## config.mk

```make
export PLATFORM = sky130hd
export DESIGN_NAME = fpsu_issue_sched
export DESIGN_NICKNAME = d
export VERILOG_FILES = /design/src/rtl/fpsu_issue_sched.sv
export SDC_FILE = /design/constraint.sdc
export NUM_CORES = 1
export LEC_CHECK = 0
export ABC_AREA = 1
export BUFFER_PORTS_ARGS = -buffer_cell sky130_fd_sc_hd__buf_4
export CORE_ASPECT_RATIO = 0.9
export CORE_MARGIN = 3
export CORE_UTILIZATION = 40
export CTS_CLUSTER_DIAMETER = 200
export DETAILED_ROUTE_END_ITERATION = 8
export GPL_TIMING_DRIVEN = 0
export PLACE_DENSITY = 0.61
export SYNTH_ARGS = -nofsm -noshare
export SYNTH_HDL_FRONTEND = slang
export SYNTH_SLANG_ARGS = --single-unit
```

## constraint.sdc

```tcl
create_clock -name clk -period 4.5 [get_ports clk]
set_clock_uncertainty 0.15 [all_clocks]
set_input_delay 0 -clock clk [delete_from_list [all_inputs] [get_ports clk]]
set_output_delay 0 -clock clk [all_outputs]
set_load 0.01 [all_outputs]
```

## src/rtl/fpsu_issue_sched.sv

```systemverilog
// Issue scheduler for the three-lane FP add/sub unit: writeback slot reservation,
// round-robin arbitration of the shared long path, and per-lane retire tracking.
module fpsu_issue_sched #(
    parameter int LAT_S = 4,
    parameter int LAT_L = 6,
    parameter int TAG_W = 9
) (
    input  logic               clk,
    input  logic               rst,
    input  logic               flush,
    input  logic               u1_req,
    input  logic               u1_long,
    input  logic [20:0]        u1_op,
    input  logic               u1_XSUB,
    input  logic [TAG_W-1:0]   u1_tag,
    output logic               u1_rdy,
    output logic [3:0]         u1_en,
    output logic               u1_sub3,
    input  logic [4:0]         u1_exc,
    output logic [TAG_W+4:0]   u1_ret,
    output logic               u1_ret_en,
    input  logic               u3_req,
    input  logic               u3_long,
    input  logic [20:0]        u3_op,
    input  logic               u3_XSUB,
    input  logic [TAG_W-1:0]   u3_tag,
    output logic               u3_rdy,
    output logic [3:0]         u3_en,
    output logic               u3_sub3,
    input  logic [4:0]         u3_exc,
    output logic [TAG_W+4:0]   u3_ret,
    output logic               u3_ret_en,
    input  logic               u5_req,
    input  logic               u5_long,
    input  logic [20:0]        u5_op,
    input  logic               u5_XSUB,
    input  logic [TAG_W-1:0]   u5_tag,
    output logic               u5_rdy,
    output logic [3:0]         u5_en,
    output logic               u5_sub3,
    input  logic [4:0]         u5_exc,
    output logic [TAG_W+4:0]   u5_ret,
    output logic               u5_ret_en,
    output logic               busy
);

    localparam int NL = 3;

    typedef struct packed {
        logic             v;
        logic [TAG_W-1:0] tag;
    } ent_t;

    logic [NL-1:0]    req, lng, xsub, op10;
    logic [TAG_W-1:0] tag [NL];
    logic [4:0]       exc [NL];
    logic             unused_op;

    assign req  = {u5_req, u3_req, u1_req};
    assign lng  = {u5_long, u3_long, u1_long};
    assign xsub = {u5_XSUB, u3_XSUB, u1_XSUB};
    assign op10 = {u5_op[10], u3_op[10], u1_op[10]};
    assign tag[0] = u1_tag;
    assign tag[1] = u3_tag;
    assign tag[2] = u5_tag;
    assign exc[0] = u1_exc;
    assign exc[1] = u3_exc;
    assign exc[2] = u5_exc;
    assign unused_op = ^{u1_op[20:11], u1_op[9:0], u3_op[20:11], u3_op[9:0],
                         u5_op[20:11], u5_op[9:0]};

    // res_q[i][k] set: lane i writes back k cycles from now.
    // pipe_q[i][k] holds the op whose reservation sits at res index k+1.
    logic [LAT_L:1]   res_q   [NL];
    logic [LAT_L:1]   res_nxt [NL];
    ent_t             pipe_q  [NL][LAT_L-1];
    logic [NL-1:0]    ret_v_q;
    logic [TAG_W-1:0] ret_tag_q [NL];
    logic [3:0]       en_q    [NL];
    logic [2:0]       sub_q   [NL];
    logic [1:0]       rr_q, rr_nxt;
    logic [NL-1:0]    lcand, lgnt, acc;
    logic [1:0]       order [NL];

    always_comb begin
        for (int i = 0; i < NL; i++) begin
            lcand[i] = req[i] & lng[i] & ~flush & ~rst & ~res_q[i][LAT_L];
        end
    end

    // Search order starts at the pointer and wraps 1 -> 3 -> 5 -> 1.
    always_comb begin
        lgnt   = '0;
        rr_nxt = rr_q;
        case (rr_q)
            2'd1:    begin order[0] = 2'd1; order[1] = 2'd2; order[2] = 2'd0; end
            2'd2:    begin order[0] = 2'd2; order[1] = 2'd0; order[2] = 2'd1; end
            default: begin order[0] = 2'd0; order[1] = 2'd1; order[2] = 2'd2; end
        endcase
        for (int k = 0; k < NL; k++) begin
            if (lcand[order[k]] && (lgnt == '0)) begin
                lgnt[order[k]] = 1'b1;
                rr_nxt = (order[k] == 2'd2) ? 2'd0 : order[k] + 2'd1;
            end
        end
    end

    always_comb begin
        for (int i = 0; i < NL; i++) begin
            acc[i]     = req[i] & ~flush & ~rst &
                         (lng[i] ? lgnt[i] : ~res_q[i][LAT_S]);
            res_nxt[i] = res_q[i] >> 1;
            if (acc[i]) begin
                if (lng[i]) res_nxt[i][LAT_L-1] = 1'b1;
                else        res_nxt[i][LAT_S-1] = 1'b1;
            end
        end
    end

    always_ff @(posedge clk) begin
        if (rst) begin
            rr_q <= 2'd0;
        end else begin
            rr_q <= rr_nxt;
        end
        for (int i = 0; i < NL; i++) begin
            if (rst || flush) begin
                res_q[i]     <= '0;
                ret_v_q[i]   <= 1'b0;
                ret_tag_q[i] <= '0;
                en_q[i]      <= 4'h0;
                sub_q[i]     <= 3'b000;
                for (int k = 0; k < LAT_L-1; k++) pipe_q[i][k] <= '0;
            end else begin
                res_q[i]     <= res_nxt[i];
                ret_v_q[i]   <= pipe_q[i][0].v;
                ret_tag_q[i] <= pipe_q[i][0].tag;
                en_q[i]      <= {4{acc[i]}};
                sub_q[i]     <= {sub_q[i][1:0], acc[i] & op10[i] & ~xsub[i]};
                for (int k = 0; k < LAT_L-2; k++) pipe_q[i][k] <= pipe_q[i][k+1];
                pipe_q[i][LAT_L-2] <= '0;
                if (acc[i]) begin
                    if (lng[i]) pipe_q[i][LAT_L-2] <= '{v: 1'b1, tag: tag[i]};
                    else        pipe_q[i][LAT_S-2] <= '{v: 1'b1, tag: tag[i]};
                end
            end
        end
    end

    for (genvar g = 0; g < NL; g++) begin : g_slot_chk
        a_no_slot_collision: assert property (@(posedge clk) disable iff (rst)
            acc[g] |-> !(lng[g] ? res_q[g][LAT_L] : res_q[g][LAT_S]));
    end

    assign u1_rdy    = acc[0];
    assign u3_rdy    = acc[1];
    assign u5_rdy    = acc[2];
    assign u1_en     = en_q[0];
    assign u3_en     = en_q[1];
    assign u5_en     = en_q[2];
    assign u1_sub3   = sub_q[0][2];
    assign u3_sub3   = sub_q[1][2];
    assign u5_sub3   = sub_q[2][2];
    assign u1_ret_en = ret_v_q[0];
    assign u3_ret_en = ret_v_q[1];
    assign u5_ret_en = ret_v_q[2];
    // Exception flags arrive in the writeback cycle itself, so they bypass the register.
    assign u1_ret    = ret_v_q[0] ? {ret_tag_q[0], exc[0]} : '0;
    assign u3_ret    = ret_v_q[1] ? {ret_tag_q[1], exc[1]} : '0;
    assign u5_ret    = ret_v_q[2] ? {ret_tag_q[2], exc[2]} : '0;
    assign busy      = |{res_q[0], res_q[1], res_q[2]};

endmodule

```

==> results of run 1 <==
[cell type report]
type	count	area share, %
Sequential cell	209	44.6
Multi-Input combinational cell	361	17.8
Timing Repair Buffer	175	15.5
Inverter	241	9.64
Clock buffer	28	6.42
Tap cell	235	3.13
Buffer	40	2.17
Clock inverter	10	0.707
[synth_stat cells, drive strengths merged]
cell	count
buf	17
a21oi	6
o21ai	30
o211ai	1
nand2	83
nor3	2
nand4	5
dfxtp	209
nand3	48
nor4	3
ha	4
clkbuf	23
nor2	179
inv	241
[kinds of logic (layout without fill, tap and decap cells)]
kind of cell,after synthesis,after routing
adders and majority gates,4,4
DFF,209,209
buffers and inverters,281,494
and+or+nand+nor,320,320
AOI/OAI and AO/OA,37,37
[state kept, by name, indices dropped and copies added (netlist names)]
name       count
en_q           3
sub_q          9
ret_v_q        3
rr_q           2
pipe_q       150
ret_tag_q     27
res_q         15
[stage by stage]
stage	power [mW]	util, %	instance area, um^2	hold WS, ns
6_report	4.03	55.3	9380	0.110
4_1_cts	4.07	55.3	9380	0.112
3_5_place_dp	2.38	48.2	8160	0.0885
2_1_floorplan	2.25	-	6970	-0.0809
3_3_place_gp	2.38	48.2	8160	0.0838
5_1_grt	4.19	55.3	9380	0.125
[tightest hold or removal path, stage by stage]
cell,delay [ns]
buf_4,0.07
nand2_1,0.04
inv_1,0.04
buf_4,0.11
[power by group through the flow]
stage / Clock, mW / Sequential (mW) / Combinational [mW]
after floorplan: 0 / 1.95 / 0.301
after global placement: 0 / 1.95 / 0.424
after detailed placement: 0 / 1.95 / 0.429
after CTS: 1.69 / 1.91 / 0.464
after global routing: 1.77 / 1.92 / 0.514
final: 1.65 / 1.91 / 0.463
[timing repair]
action                                 in CTS  in global routing
setup buffers                               0                  0
endpoints found under the hold margin      66                  0
hold buffers                               55                  0
[final timing paths]
| check | endpoint | slack (ns) | cells after the start |
|---|---|---|---|
| max | pipe_q[0][7] | 1.38 | 17 |
| min | u1_ret[3] | 0.11 | 4 |
| max reg2reg | pipe_q[0][7] | 1.38 | 17 |
| min reg2reg | pipe_q[2][33] | 0.25 | 2 |
[per-layer routing]
metal	wire length (um)	global-route usage [%]	vias up
li1	-	-	2798
met2	6000	23.9	117
met4	185	3.69	0
met1	6460	17.5	2173
met3	694	2.76	17
met5	0	0	-
==> out/results.txt, run 1 <==
CP max FO: 10
Top cells by area, synth: dfxtp_1, inv_1, nor2_1
Unique masters post-synth: 25
Type of the worst min-delay path: in2out
Register area share after synthesis: 60.1%
Synth area leader: dfxtp_1
XOR/XNOR Fraction of Synth Area: 0%
Drc violations: 0
Multi-input combinational cell area: 1670 um^2
Critical path's slowest cell: dlygate4sd3_1
Core area: 16900 um^2
HPWL after DPL: 8.86 mm
CP max stage delay: 0.57 ns
Die height: 131 um
RSZ-0062 raised after global routing: no
Syn nets: 972
Hold Path Origin: u1_exc[3]
Vias: 5105
Share of cells above drive strength 1: 20.2%
Maxcap violations: 0
Syn. warnings: 0
Commonest non-fill, non-tap cell in the layout: inv_1
Multiplexer share of the synthesized area: 0%
Buf+Inv Stages, Crit Path: 6
Power density over cell area: 429 nW/um^2
Initial antenna violation count: 0
# setup viols final: 0
Mapped cell area: 6970 um^2
Critical path capture point type: flop
DIE WIDTH: 145 um
WP data required: 4.72 ns
Largest net degree at the start of global routing: 16
Gpl congestion: 0.794
Largest family of logic cells by synthesized area: simple AND/OR/NAND/NOR gates
Placed insts: 1206
Fmax: 321 MHz
Clock buffer depth: 3
Grt total ovfl: 0
Synth Area in Adders: 0.718%
Die Area: 19000 um^2
Final cell count without fillers: 1299
DRT antenna net count: 0
Start of the worst register-to-register path: rr_q[0]
Maximum vdd drop: 0.329 mV
Worst EP arrival: 3.34 ns
Buffers on Ports: 120
Routed WL: 13.3 mm
Worst-Margin Slew: 0.637 ns
Clk_lat worst skew: 0.49 ns
Dpl ws: 1.92 ns
Sequential Power Share: 47.5%
Ant diodes: 0
Max-slew headroom: 57.5%
Critical Path Start Type: flop
Critical path class: reg2reg
I/O Pins: 181
First-pass GRT wire length: 22.2 mm
DR pass1 iterations: 4
Initial Util: 41.1%
Share of the synthesized area in the top cell type: 60.1%
Leak: 4.35 nW
Final WS setup: 1.38 ns
Switching share of power: 24.8%
Register area: 4180 um^2
Hold Vio Cnt, Final: 0
Sum Neg Setup Slack: 0 ns
Vias per inst: 3.93
Logic pwr share: 11.5%
Sw Pwr: 0.998 mW
Syn Area/Cell: 8.19 um^2
Root buf cell: clkbuf_16
Row cnt: 45
Fillers: 1530
Clk sinks: 209
Most common cell on crit path: nand3_1
Worst setup startpoint: rr_q[0]
CTS Buf Count: 21
Seq cells post-synth: 209
Fin nets: 1170
Clock transition at path regs: 0.06 ns
Final Max Tran Viols: 0
CP top delay family: buffers and inverters
Syn-to-layout area delta: 34.6%
Post-synthesis compound-gate area fraction: 2.82%
H-tree depth: 1
Crit path cell chain: inv_1 > ha_1 > buf_2 > inv_1 > nand4_1 > nand3_1 > nand2_1 > nor2_4 > nand3_1 > nand3_1 > inv_2 > nand3_1 > nand2_1 > nand2_1 > buf_6 > nor2_2 > dlygate4sd3_1
Synth Instances: 851
WL per Instance: 10.3 um
Min cycle time layout: 3.12 ns
Iteration-0 DRC Markers: 157
Pint: 3.03 mW
Synth Area in Simple Gates: 20.5%
Most frequent cells in the layout: inv_1, dfxtp_1, nor2_1, buf_4, nand2_1
Status: completed
CTS tree: yes
Power share of the clock group: 41.0%
Final cycle utilization of the critical path: 69.3%
Aggregate global-route resource usage: 13.7%
Vias in the first global route: 4828
Resized Gates After CTS: 0
Note: power is estimated with default switching activity, not from simulation.
==> run 2, diff against run 1 <==
--- a/config.mk
+++ b/config.mk
@@ -13,7 +13,7 @@
 export CTS_CLUSTER_DIAMETER = 200
 export DETAILED_ROUTE_END_ITERATION = 8
 export GPL_TIMING_DRIVEN = 0
-export PLACE_DENSITY = 0.61
+export PLACE_DENSITY = 0.64
 export SYNTH_ARGS = -nofsm -noshare
 export SYNTH_HDL_FRONTEND = slang
 export SYNTH_SLANG_ARGS = --single-unit
==> constraint.sdc (replaced) <==
create_clock -name clk -period 2.52 [get_ports clk]
set_clock_uncertainty 0.15 [all_clocks]
set_input_delay 0 -clock clk [delete_from_list [all_inputs] [get_ports clk]]
set_output_delay 0 -clock clk [all_outputs]
set_load 0.01 [all_outputs]
==> run 2 against run 1 <==
Clock power rose by 84%; cell area rose by 2.1%; power rose by 89%; non-clock buffer count rose by 9; largest cell class unchanged; largest power group unchanged.
==> out/results.txt, run 2 (synthesis gave the netlist of run 1 again) <==
Grt total ovfl: 0 (unchanged)
Drc violations: 0 (unchanged)
Final cell utilization of the core: 56.5% (was 55.3%)
CTS tree: yes (unchanged)
Largest registers: pipe_q x150, ret_tag_q x27, res_q x15 (unchanged)
Die height: 131 um (unchanged)
Buffers on Ports: 120 (unchanged)
Placed Area: 8160 um^2 (unchanged)
Critical path capture point type: primary output (was flop)
Initial Util: 41.1% (unchanged)
Critical path class: reg2out (was reg2reg)
Critical Path Start Type: flop (unchanged)
Top reg by flops: pipe_q (unchanged)
Routed WL: 13.7 mm (was 13.3 mm)
Syn-to-layout area delta: 37.4% (was 34.6%)
Largest register FFs: 150 (unchanged)
Largest net degree at the start of global routing: 15 (was 16)
# setup viols final: 0 (unchanged)
Vias in the first global route: 4803 (was 4828)
Commonest non-fill, non-tap cell in the layout: inv_1 (unchanged)
Core area: 16900 um^2 (unchanged)
Final WS setup: 0.0135 ns (was 1.38 ns)
Fmax: 399 MHz
Clk_lat worst skew: 0.49 ns (about the same)
Share of cells above drive strength 1: 24.5% (was 20.2%)
Crit path cell chain: inv_2 > ha_4 > inv_4 > nand4_1 > nand3_1 > nand2_2 > nor2_4 > nand3_2 > nand3_2 > clkinv_4 > nand3_2 > nand2_2 > nand2_2 > inv_2 > buf_6 (was inv_1 > ha_1 > buf_2 > inv_1 > nand4_1 > nand3_1 > nand2_1 > nor2_4 > nand3_1 > nand3_1 > inv_2 > nand3_1 > nand2_1 > nand2_1 > buf_6 > nor2_2 > dlygate4sd3_1)
Switching share of power: 25.2% (was 24.8%)
Dpl ws: -0.0621 ns (was 1.92 ns)
Aggregate global-route resource usage: 13.9% (was 13.7%)
Power density over cell area: 795 nW/um^2 (was 429 nW/um^2)
Die Area: 19000 um^2 (unchanged)
RSZ-0062 raised after global routing: yes (was no)
CP top delay family: simple AND/OR/NAND/NOR gates (was buffers and inverters)
Worst-Margin Slew: 0.636 ns (was 0.637 ns)
Start of the worst register-to-register path: rr_q[0] (unchanged)
Row cnt: 45 (unchanged)
Hold Vio Cnt, Final: 0 (unchanged)
Clock transition at path regs: 0.06 ns (about the same)
Final Max Tran Viols: 0 (unchanged)
Gpl congestion: 0.828 (was 0.794)
CTS Buf Count: 22 (was 21)
Iteration-0 DRC Markers: 193 (was 157)
CP max FO: 6 (was 10)
Fillers: 1552 (was 1530)
Power share of the clock group: 39.9% (was 41.0%)
Logic pwr share: 15.1% (was 11.5%)
Status: completed (unchanged)
Vias per inst: 3.98 (was 3.93)
Clk sinks: 209 (unchanged)
Sw Pwr: 1.92 mW (was 0.998 mW)
Vias: 5206 (was 5105)
Most frequent cells in the layout: inv_1, dfxtp_1, nor2_1, buf_4, nand2_1 (unchanged)
HPWL after DPL: 8.76 mm (was 8.86 mm)
WP data required: 2.37 ns (was 4.72 ns)
Type of the worst min-delay path: in2out (unchanged)
Ant diodes: 0 (unchanged)
DR pass1 iterations: 4 (unchanged)
Root buf cell: clkbuf_16 (unchanged)
I/O Pins: 181 (unchanged)
H-tree depth: 1 (unchanged)
Sequential Power Share: 44.9% (was 47.5%)
Pint: 5.69 mW (was 3.03 mW)
Max-slew headroom: 57.6% (was 57.5%)
Worst EP arrival: 2.36 ns (was 3.34 ns)
Min cycle time layout: 2.51 ns
Final Cell Area: 9580 um^2 (was 9380 um^2)
Hold Path Origin: u5_exc[2] (was u1_exc[3])
First-pass GRT wire length: 22.5 mm (was 22.2 mm)
Clock buffer depth: 3 (unchanged)
DIE WIDTH: 145 um (unchanged)
Final cycle utilization of the critical path: 99.5%
Buf+Inv Stages, Crit Path: 5 (was 6)
Maximum vdd drop: 0.417 mV (was 0.329 mV)
Worst setup startpoint: rr_q[0] (unchanged)
WL per Instance: 10.4 um (was 10.3 um)
CP max stage delay: 0.35 ns (was 0.57 ns)
Fin nets: 1180 (was 1170)
Initial antenna violation count: 0 (unchanged)
Critical path's slowest cell: dfxtp_2 (was dlygate4sd3_1)
Maxcap violations: 0 (unchanged)
DRT antenna net count: 0 (unchanged)
Leak: 4.39 nW (was 4.35 nW)
-- run 2: changes by cell type in the layout (fill, tap and decap cells not counted), sizes merged --
cell	delta
inv	-2
clkbuf	-1
buf	+23
bufinv	+1
dlygate4sd3	-14
clkinvlp	-1
clkinv	+4
-- run 2: cell type report --
| cell class | count | area [um^2] | share of cell area (%) |
|---|---|---|---|
| well taps | 235 | 294 | 3.07 |
| clock inverters | 12 | 105 | 1.10 |
| clock buffers | 27 | 589 | 6.15 |
| inverters | 241 | 915 | 9.55 |
| flip-flops and latches | 209 | 4190 | 43.7 |
| plain buffers | 39 | 199 | 2.08 |
| multi-input cells | 361 | 1780 | 18.6 |
| repair buffers | 185 | 1510 | 15.7 |
-- run 2: layer usage --
layer	GRT usage, %	vias to the layer above	wire (um)
met4	3.64	0	284
met2	24.1	122	6230
li1	-	2822	-
met5	0	-	0
met3	2.55	24	714
met1	18.0	2238	6420
-- run 2: final timing paths --
path	endpoint	slack, ns	cells after the start
worst max-delay path	u1_rdy	0.01	15
worst min-delay path	u5_ret[2]	0.11	4
worst max register to register	rr_q[1]	0.03	18
worst min register to register	pipe_q[1][44]	0.25	2
-- run 2: tightest hold or removal path: cells and delay by family --
family,cells,cell delay [ns]
buffers and inverters,3,0.21
and+or+nand+nor,1,0.04
-- run 2: timing repair --
item | CTS | global route
pin swaps | 15 | 17
gates resized for setup | 29 | 13
buffers inserted | 16 | 8
hold endpoints to repair | 67 | 0
hold buffers | 41 | 0
setup endpoints to repair | 33 | 24
-- run 2: metrics by stage --
stage | setup TNS [ns] | power, mW | std cells | hold slack [ns]
2_1_floorplan | 0 | 4.02 | 851 | -0.0809
3_3_place_gp | -0.463 | 4.24 | 1206 | 0.0832
3_5_place_dp | -0.598 | 4.25 | 1206 | 0.0860
4_1_cts | -0.118 | 7.57 | 1302 | 0.0936
5_1_grt | -0.386 | 7.93 | 1309 | 0.120
6_report | 0 | 7.61 | 1309 | 0.109
-- run 2: power by group through the flow --
stage / combinational (mW) / clock (mW) / sequential [mW]
after floorplan: 0.538 / 0 / 3.48
after global placement: 0.754 / 0 / 3.48
after detailed placement: 0.760 / 0 / 3.49
after CTS: 1.04 / 3.11 / 3.42
after global routing: 1.26 / 3.24 / 3.43
final: 1.15 / 3.04 / 3.42
